==> config.mk <==
export PLATFORM = sky130hd
export DESIGN_NAME = mont_mul_arbiter_flat
export DESIGN_NICKNAME = d
export VERILOG_FILES = /design/src/rtl/kyber_pkg.sv /design/src/rtl/mont_mul_arbiter_if.sv /design/src/rtl/mont_tag_pipe.sv /design/src/rtl/mont_mul_arbiter.sv /design/src/flat_wrapper.sv
export SDC_FILE = /design/constraint.sdc
export NUM_CORES = 1
export LEC_CHECK = 0
export ABC_AREA = 1
export CAP_MARGIN = 20
export CORE_MARGIN = 2
export CORE_UTILIZATION = 31
export DETAILED_ROUTE_END_ITERATION = 10
export GPL_ROUTABILITY_DRIVEN = 1
export PLACE_DENSITY = 0.77
export SLEW_MARGIN = 20
export SYNTH_ARGS = -nofsm -noshare
export SYNTH_HDL_FRONTEND = slang
export SYNTH_SLANG_ARGS = --single-unit
export TNS_END_PERCENT = 1
==> constraint.sdc <==
create_clock -name clk -period 1.33 [get_ports clk]
set_input_delay 0.266 -clock clk [delete_from_list [all_inputs] [get_ports clk]]
set_output_delay 0.266 -clock clk [all_outputs]
set_load 0.1 [all_outputs]
==> src/rtl/kyber_pkg.sv <==
// Shared Kyber constants and types for the Montgomery multiplier and its arbiter.
package kyber_pkg;

    localparam int unsigned COEFF_W     = 16;
    localparam int unsigned TAG_W       = 9;
    localparam int unsigned MUL_LATENCY = 4;
    localparam int unsigned MAX_BURST   = 8;
    localparam int unsigned BURST_W     = $clog2(MAX_BURST);

    localparam int KYBER_Q     = 3329;
    localparam int MONT_QINV   = 62209;
    localparam int MONT_R_MODQ = 2285;

    typedef logic [COEFF_W-1:0] coeff_t;
    typedef logic [TAG_W-1:0]   tag_t;

    typedef enum logic [1:0] {
        StIdle,
        StGnt0,
        StGnt1
    } arb_state_e;

endpackage

==> src/rtl/mont_mul_arbiter_if.sv <==
// Requester, result and shared-multiplier signals of the Montgomery multiply arbiter.
interface mont_mul_arbiter_if;
    import kyber_pkg::*;

    logic   r0_valid, r0_ready;
    coeff_t r0_a, r0_b;
    tag_t   r0_tag;
    logic   r1_valid, r1_ready;
    coeff_t r1_a, r1_b;
    tag_t   r1_tag;

    logic   r0_res_valid, r1_res_valid;
    coeff_t r0_res, r1_res;
    tag_t   r0_res_tag, r1_res_tag;

    coeff_t mul_a, mul_b, mul_p;
    logic   busy;

    modport master (
        output r0_valid, r0_a, r0_b, r0_tag, r1_valid, r1_a, r1_b, r1_tag, mul_p,
        input  r0_ready, r1_ready, r0_res_valid, r0_res, r0_res_tag,
        input  r1_res_valid, r1_res, r1_res_tag, mul_a, mul_b, busy
    );

    modport slave (
        input  r0_valid, r0_a, r0_b, r0_tag, r1_valid, r1_a, r1_b, r1_tag, mul_p,
        output r0_ready, r1_ready, r0_res_valid, r0_res, r0_res_tag,
        output r1_res_valid, r1_res, r1_res_tag, mul_a, mul_b, busy
    );

endinterface

==> src/rtl/mont_tag_pipe.sv <==
// Fixed-latency {fire, owner, tag} delay line that tracks beats through the multiplier.
module mont_tag_pipe #(
    parameter int unsigned Depth = 4,
    parameter int unsigned TagW  = 9
) (
    input  logic            clk,
    input  logic            reset_n,
    input  logic            i_fire,
    input  logic            i_owner,
    input  logic [TagW-1:0] i_tag,
    output logic            o_fire,
    output logic            o_owner,
    output logic [TagW-1:0] o_tag,
    output logic            o_any
);

    logic [Depth-1:0]           r_fire;
    logic [Depth-1:0]           r_owner;
    logic [Depth-1:0][TagW-1:0] r_tag;

    always_ff @(posedge clk or negedge reset_n) begin
        if (!reset_n) begin
            r_fire  <= '0;
            r_owner <= '0;
            r_tag   <= '0;
        end else begin
            r_fire  <= {r_fire[Depth-2:0], i_fire};
            r_owner <= {r_owner[Depth-2:0], i_owner};
            r_tag   <= {r_tag[Depth-2:0], i_tag};
        end
    end

    assign o_fire  = r_fire[Depth-1];
    assign o_owner = r_owner[Depth-1];
    assign o_tag   = r_tag[Depth-1];
    assign o_any   = |r_fire;

endmodule

==> src/rtl/mont_mul_arbiter.sv <==
// Round-robin, burst-bounded arbiter sharing one fixed-latency Montgomery pipe between two requesters.
module mont_mul_arbiter
    import kyber_pkg::*;
(
    input  logic              clk,
    input  logic              reset_n,
    mont_mul_arbiter_if.slave bus
);

    localparam logic [BURST_W-1:0] BurstLast = BURST_W'(MAX_BURST - 1);

    arb_state_e         r_state;
    logic               r_last_served;
    logic [BURST_W-1:0] r_burst_cnt;

    logic       w_fire0, w_fire1, w_fire, w_owner;
    logic       w_own_valid, w_oth_valid;
    arb_state_e w_oth_state;
    tag_t       w_tag, w_res_tag;
    logic       w_res_fire, w_res_owner, w_pipe_any;

    assign bus.r0_ready = (r_state == StGnt0);
    assign bus.r1_ready = (r_state == StGnt1);
    assign w_fire0      = bus.r0_valid && bus.r0_ready;
    assign w_fire1      = bus.r1_valid && bus.r1_ready;
    assign w_fire       = w_fire0 || w_fire1;
    assign w_owner      = w_fire1;
    assign w_tag        = w_fire1 ? bus.r1_tag : bus.r0_tag;

    assign w_own_valid  = (r_state == StGnt1) ? bus.r1_valid : bus.r0_valid;
    assign w_oth_valid  = (r_state == StGnt1) ? bus.r0_valid : bus.r1_valid;
    assign w_oth_state  = (r_state == StGnt1) ? StGnt0 : StGnt1;

    always_ff @(posedge clk or negedge reset_n) begin
        if (!reset_n) begin
            r_state       <= StIdle;
            r_last_served <= 1'b1;
            r_burst_cnt   <= '0;
        end else begin
            if (w_fire) r_last_served <= w_owner;
            case (r_state)
                StIdle: begin
                    // Tie goes to whoever was not served last.
                    if (bus.r0_valid && (!bus.r1_valid || r_last_served)) r_state <= StGnt0;
                    else if (bus.r1_valid)                                r_state <= StGnt1;
                end
                StGnt0, StGnt1: begin
                    if (w_fire && (r_burst_cnt == BurstLast) && w_oth_valid) begin
                        r_state     <= w_oth_state;
                        r_burst_cnt <= '0;
                    end else if (!w_own_valid && w_oth_valid) begin
                        r_state     <= w_oth_state;
                        r_burst_cnt <= '0;
                    end else if (!w_own_valid) begin
                        r_state     <= StIdle;
                        r_burst_cnt <= '0;
                    end else if (r_burst_cnt != BurstLast) begin
                        r_burst_cnt <= r_burst_cnt + BURST_W'(1);
                    end
                end
                default: r_state <= StIdle;
            endcase
        end
    end

    // The multiplier advances every cycle, so non-firing cycles must present zeros.
    always_comb begin
        bus.mul_a = '0;
        bus.mul_b = '0;
        if (w_fire0) begin
            bus.mul_a = bus.r0_a;
            bus.mul_b = bus.r0_b;
        end else if (w_fire1) begin
            bus.mul_a = bus.r1_a;
            bus.mul_b = bus.r1_b;
        end
    end

    mont_tag_pipe #(
        .Depth (MUL_LATENCY),
        .TagW  (TAG_W)
    ) u_tag_pipe (
        .clk     (clk),
        .reset_n (reset_n),
        .i_fire  (w_fire),
        .i_owner (w_owner),
        .i_tag   (w_tag),
        .o_fire  (w_res_fire),
        .o_owner (w_res_owner),
        .o_tag   (w_res_tag),
        .o_any   (w_pipe_any)
    );

    assign bus.r0_res_valid = w_res_fire && !w_res_owner;
    assign bus.r1_res_valid = w_res_fire && w_res_owner;
    assign bus.r0_res       = bus.mul_p;
    assign bus.r1_res       = bus.mul_p;
    assign bus.r0_res_tag   = w_res_tag;
    assign bus.r1_res_tag   = w_res_tag;
    assign bus.busy         = (r_state != StIdle) || w_pipe_any;

endmodule

==> src/flat_wrapper.sv <==
// flat-port wrapper written by rule: the top's interface ports become plain ports
module mont_mul_arbiter_flat import kyber_pkg::*;
  (clk, reset_n, bus_r0_valid, bus_r0_a, bus_r0_b, bus_r0_tag, bus_r1_valid, bus_r1_a, bus_r1_b, bus_r1_tag, bus_mul_p, bus_r0_ready, bus_r1_ready, bus_r0_res_valid, bus_r0_res, bus_r0_res_tag, bus_r1_res_valid, bus_r1_res, bus_r1_res_tag, bus_mul_a, bus_mul_b, bus_busy);
  mont_mul_arbiter_if bus_i ();
  input  logic clk;
  input  logic reset_n;
  input wire logic [$bits(bus_i.r0_valid)-1:0] bus_r0_valid;
  input wire logic [$bits(bus_i.r0_a)-1:0] bus_r0_a;
  input wire logic [$bits(bus_i.r0_b)-1:0] bus_r0_b;
  input wire logic [$bits(bus_i.r0_tag)-1:0] bus_r0_tag;
  input wire logic [$bits(bus_i.r1_valid)-1:0] bus_r1_valid;
  input wire logic [$bits(bus_i.r1_a)-1:0] bus_r1_a;
  input wire logic [$bits(bus_i.r1_b)-1:0] bus_r1_b;
  input wire logic [$bits(bus_i.r1_tag)-1:0] bus_r1_tag;
  input wire logic [$bits(bus_i.mul_p)-1:0] bus_mul_p;
  output wire logic [$bits(bus_i.r0_ready)-1:0] bus_r0_ready;
  output wire logic [$bits(bus_i.r1_ready)-1:0] bus_r1_ready;
  output wire logic [$bits(bus_i.r0_res_valid)-1:0] bus_r0_res_valid;
  output wire logic [$bits(bus_i.r0_res)-1:0] bus_r0_res;
  output wire logic [$bits(bus_i.r0_res_tag)-1:0] bus_r0_res_tag;
  output wire logic [$bits(bus_i.r1_res_valid)-1:0] bus_r1_res_valid;
  output wire logic [$bits(bus_i.r1_res)-1:0] bus_r1_res;
  output wire logic [$bits(bus_i.r1_res_tag)-1:0] bus_r1_res_tag;
  output wire logic [$bits(bus_i.mul_a)-1:0] bus_mul_a;
  output wire logic [$bits(bus_i.mul_b)-1:0] bus_mul_b;
  output wire logic [$bits(bus_i.busy)-1:0] bus_busy;
  assign bus_i.r0_valid = bus_r0_valid;
  assign bus_i.r0_a = bus_r0_a;
  assign bus_i.r0_b = bus_r0_b;
  assign bus_i.r0_tag = bus_r0_tag;
  assign bus_i.r1_valid = bus_r1_valid;
  assign bus_i.r1_a = bus_r1_a;
  assign bus_i.r1_b = bus_r1_b;
  assign bus_i.r1_tag = bus_r1_tag;
  assign bus_i.mul_p = bus_mul_p;
  assign bus_r0_ready = bus_i.r0_ready;
  assign bus_r1_ready = bus_i.r1_ready;
  assign bus_r0_res_valid = bus_i.r0_res_valid;
  assign bus_r0_res = bus_i.r0_res;
  assign bus_r0_res_tag = bus_i.r0_res_tag;
  assign bus_r1_res_valid = bus_i.r1_res_valid;
  assign bus_r1_res = bus_i.r1_res;
  assign bus_r1_res_tag = bus_i.r1_res_tag;
  assign bus_mul_a = bus_i.mul_a;
  assign bus_mul_b = bus_i.mul_b;
  assign bus_busy = bus_i.busy;
  mont_mul_arbiter u_core (.clk(clk), .reset_n(reset_n), .bus(bus_i));
endmodule
==> metrics.md <==
| Metric | Value |
|---|---|
| Status | complete, but fails checks |
| Failing checks | setup timing |
| Seq/Total Area, Yosys | about half |
| Hold slack | between 0.3 and 0.4 ns |
| Mapped Cells | a little under 300 |
| R2R Path End | u_core.r_state[1] |
| Most frequent CP cell | buf_12 |
| Syn_nets | about 410 |
| Wirelength, routed | 8200 µm |
| Slowest-stage cell, CP | dfrtp_2 |
| Number of diodes | 0 |
| Global-route wire length before repair | ~13000 µm |
| Drt pass-1 iters | 4 |
| Routability cong. | slightly below 0.8 |
| Largest net degree at the start of global routing | between 50 and 60 |
| Starting Density | between 30% and 40% |
| Hold path cells | 0 |
| Port buffer count | 140 |
| Type of origin of the critical path | flip-flop |
| DIE AREA | roughly 9000 µm² |
| Synthesized area | between 2000 and 3000 µm² |
| Reg2reg start | u_core.r_state[0] |
| Syn_area_per_cell | about 8.6 µm² |
| Reg2Reg Depth | 11 |
| CTS tree | yes |
| DRT iter0 DRCs | 94 |
| Final Hold Viols | 0 |
| Crit path max-delay family | buffers and inverters |
| Peak Freq | about 500 MHz |
| Clock sink count | 50 |
| Core Box Area | 8090 µm² |
| Worst skew pair latency | around 0.3 ns |
| Hold crit path type | flip-flop to flip-flop |
| Worst Max-Slew Pin Slew | around 0.28 ns |
| Number of max-cap violations | 0 |
| Clock Tree Buf Depth | 2 |
| Cell Rows | 33 |
| Power Density | roughly 1900 nW/µm² |
| Relative slew slack | between 80 and 90% |
| Fin crit share | 150% |
| Crit Path Max Fanout | 13 |
| Worst VDD drop | about 980 µV |
| Critical Path, Cell by Cell | inv_2, ha_4, nand2_8, inv_8, buf_12, nand2_1, nand2_4, buf_12 |
| Delay of the slowest cell on the worst path | 0.46 ns |
| NumNets Final | 530 |
| Final worst path period need | 2.00 ns |
| DRC violations left | 0 |
| Remaining global-route overflow | 0 |
| Layout Skew | ~0.0068 ns |
| Max-slew violations | 0 |
| Fin Setup TNS | -23.54 ns |
| Final ANT Viol Nets | 0 |
| Fraction of layout instances using a drive strength above 1 | 52.1% |
| Worst hold endpoint | u_core.u_tag_pipe.r_tag[14] |
| Clock Tree Root | clkbuf_8 |
| Setup Crit Path Kind | flip-flop to output pin |
| Total chip power | 11.1 mW |
| Worst path bufs/invs | 4 |
| Yosys cell types | 23 |
| Setup crit end kind | output pin |
| CTS buffer count | 5 |
| Final core utilization | about three quarters |
| Synth Register Bits | 50 |
| H-tree levels | 2 |
| DR vias | between 2000 and 2500 |
| CP Data Arrival Time | 1.73 ns |
| GRT Util Overall | 18.4% |
| Wire per inst | around 16 µm |
| Final worst setup slack | -0.669 ns |
| Setup violators final | a little over 40 |
| Vias in the first global route | around 2600 |
| RSZ-0062 raised after global routing | yes |
| Initial antenna violation count | 0 |
| HPWL after detailed placement | slightly above 6000 µm |
| Io pins | roughly 190 |
| CP Data Required Time | approximately 1.1 ns |
| Hold Startpoint | u_core.u_tag_pipe.r_tag[5] |
| Area delta synth->final | 131% |
| Die height | between 90 and 100 µm |
| Synth Warn # | 0 |
| Die X | ~95 µm |
| Via/cell ratio | approximately 4.6 |
| Reg-to-reg slack, setup | -0.38 ns |
| Clock transition at path regs | 0.09 ns |
| Leakage Power | 2.49 nW |
-- per-stage QoR --
stage          instances  area (µm²)  worst slack (ns)
5_1_grt              527        5910            -0.736
2_1_floorplan        298        3350            -0.402
3_3_place_gp         510        5240            -0.472
6_report             527        5910            -0.669
3_5_place_dp         510        5240            -0.470
4_1_cts              527        5810            -0.678
-- worst max-delay path by stage --
stage	start	end	slack, ns	depth (start not counted)
final	u_core.r_state[1]	bus_mul_a[15]	-0.67	8
after global routing	u_core.r_state[1]	bus_mul_a[15]	-0.74	8
after CTS	u_core.r_state[0]	bus_mul_a[11]	-0.68	7
after detailed placement	bus_r0_valid	bus_mul_a[11]	-0.47	6
after global placement	bus_r1_valid	bus_mul_b[6]	-0.47	7
after floorplan	u_core.r_state[0]	u_core.r_state[0]	-0.40	9
-- flip-flops by register name (all words and copies together), names as in the netlist --
name	cells
u_core.u_tag_pipe.r_fire	4
u_core.u_tag_pipe.r_owner	4
u_core.u_tag_pipe.r_tag	27
u_core.r_burst_cnt	3
u_core.r_last_served	1
u_core.u_tag_pipe.o_tag	9
u_core.r_state	2
-- worst register-to-register path, stage by stage (launching register included) --
cell and delay [ns]:
dfrtp_1 0.42, buf_6 0.14, ha_4 0.17, nand2_8 0.14, buf_12 0.18, nand2_2 0.10, nand3_4 0.11, nand2_1 0.09
nand3_1 0.08, nand2_1 0.06, nand2_1 0.06, nand2_1 0.05
-- routing by layer --
metal,global-route usage (%),share of wire (%)
met1,18.5,32
met2,35.6,57
met3,6.54,9.8
met4,4.47,1.6
met5,0,0
-- synthesized netlist by cell type --
cell type	count	area (µm²)
nand2_1	114	428
buf_1	2	7.51
clkbuf_1	2	7.51
nand3_1	37	185
buf_4	50	375
nand3_4	2	35.0
inv_1	11	41.3
nor2_1	2	7.51
a21oi_1	1	5.00
nand2_2	4	25.0
nor2_4	1	11.3
o21a_1	1	7.51
nor3_1	1	5.00
buf_2	7	35.0
ha_1	7	87.6
o21ai_0	1	5.00
o21ai_2	1	8.76
nor2_2	1	6.26
dfstp_2	1	26.3
dfrtp_1	49	1230
nand3b_1	1	7.51
clkinv_1	1	3.75
nand2_4	1	11.3
-- layout make-up --
| type | count | area [µm²] |
|---|---|---|
| sequential | 50 | 1250 |
| multi-input combinational | 175 | 1940 |
| tap | 105 | 131 |
| clock inverter | 3 | 23.8 |
| timing repair buffer | 177 | 2430 |
| inverter | 12 | 60.1 |
| clock buffer | 5 | 68.8 |
| fill | 512 | 2180 |
-- logic make-up (layout without fill, tap and decap cells) --
logic type      after synthesis  in the layout  synth area share (%)
flops                        50             50                  48.9
buf+inv                      73            197                  18.4
simple gates                164            164                  28.2
compound gates                4              4                  1.03
fa+ha+maj                     7              7                  3.42
-- power breakdown --
group,switching (mW),leakage (nW),internal [mW],total (mW)
combinational,4.92,1.84,3.13,8.05
clock,0.487,0.0408,0.376,0.862
sequential,0.244,0.605,1.92,2.16
-- what timing repair did --
item / in CTS / in global routing
hold buffers: 1 / 0
gates cloned: 4 / 1
setup endpoints to repair: 42 / 45
resized for setup: 53 / 22
setup buffers: 4 / 0
hold endpoints to repair: 49 / 0
pin swaps: 0 / 12
-- cells in the final DEF (no fill, tap or decap), drive strengths merged --
cell	synthesis	layout
nand2	119	119
buf	59	91
clkdlybuf4s50	0	84
dfrtp	49	49
nand3	39	39
inv	11	13
ha	7	7
clkbuf	2	6
nor2	4	4
clkinvlp	0	2
o21ai	2	2
nor3	1	1
o21a	1	1
nand3b	1	1
a21oi	1	1
dlygate4sd3	0	1
dfstp	1	1
Power figures use the tool's default switching activity.
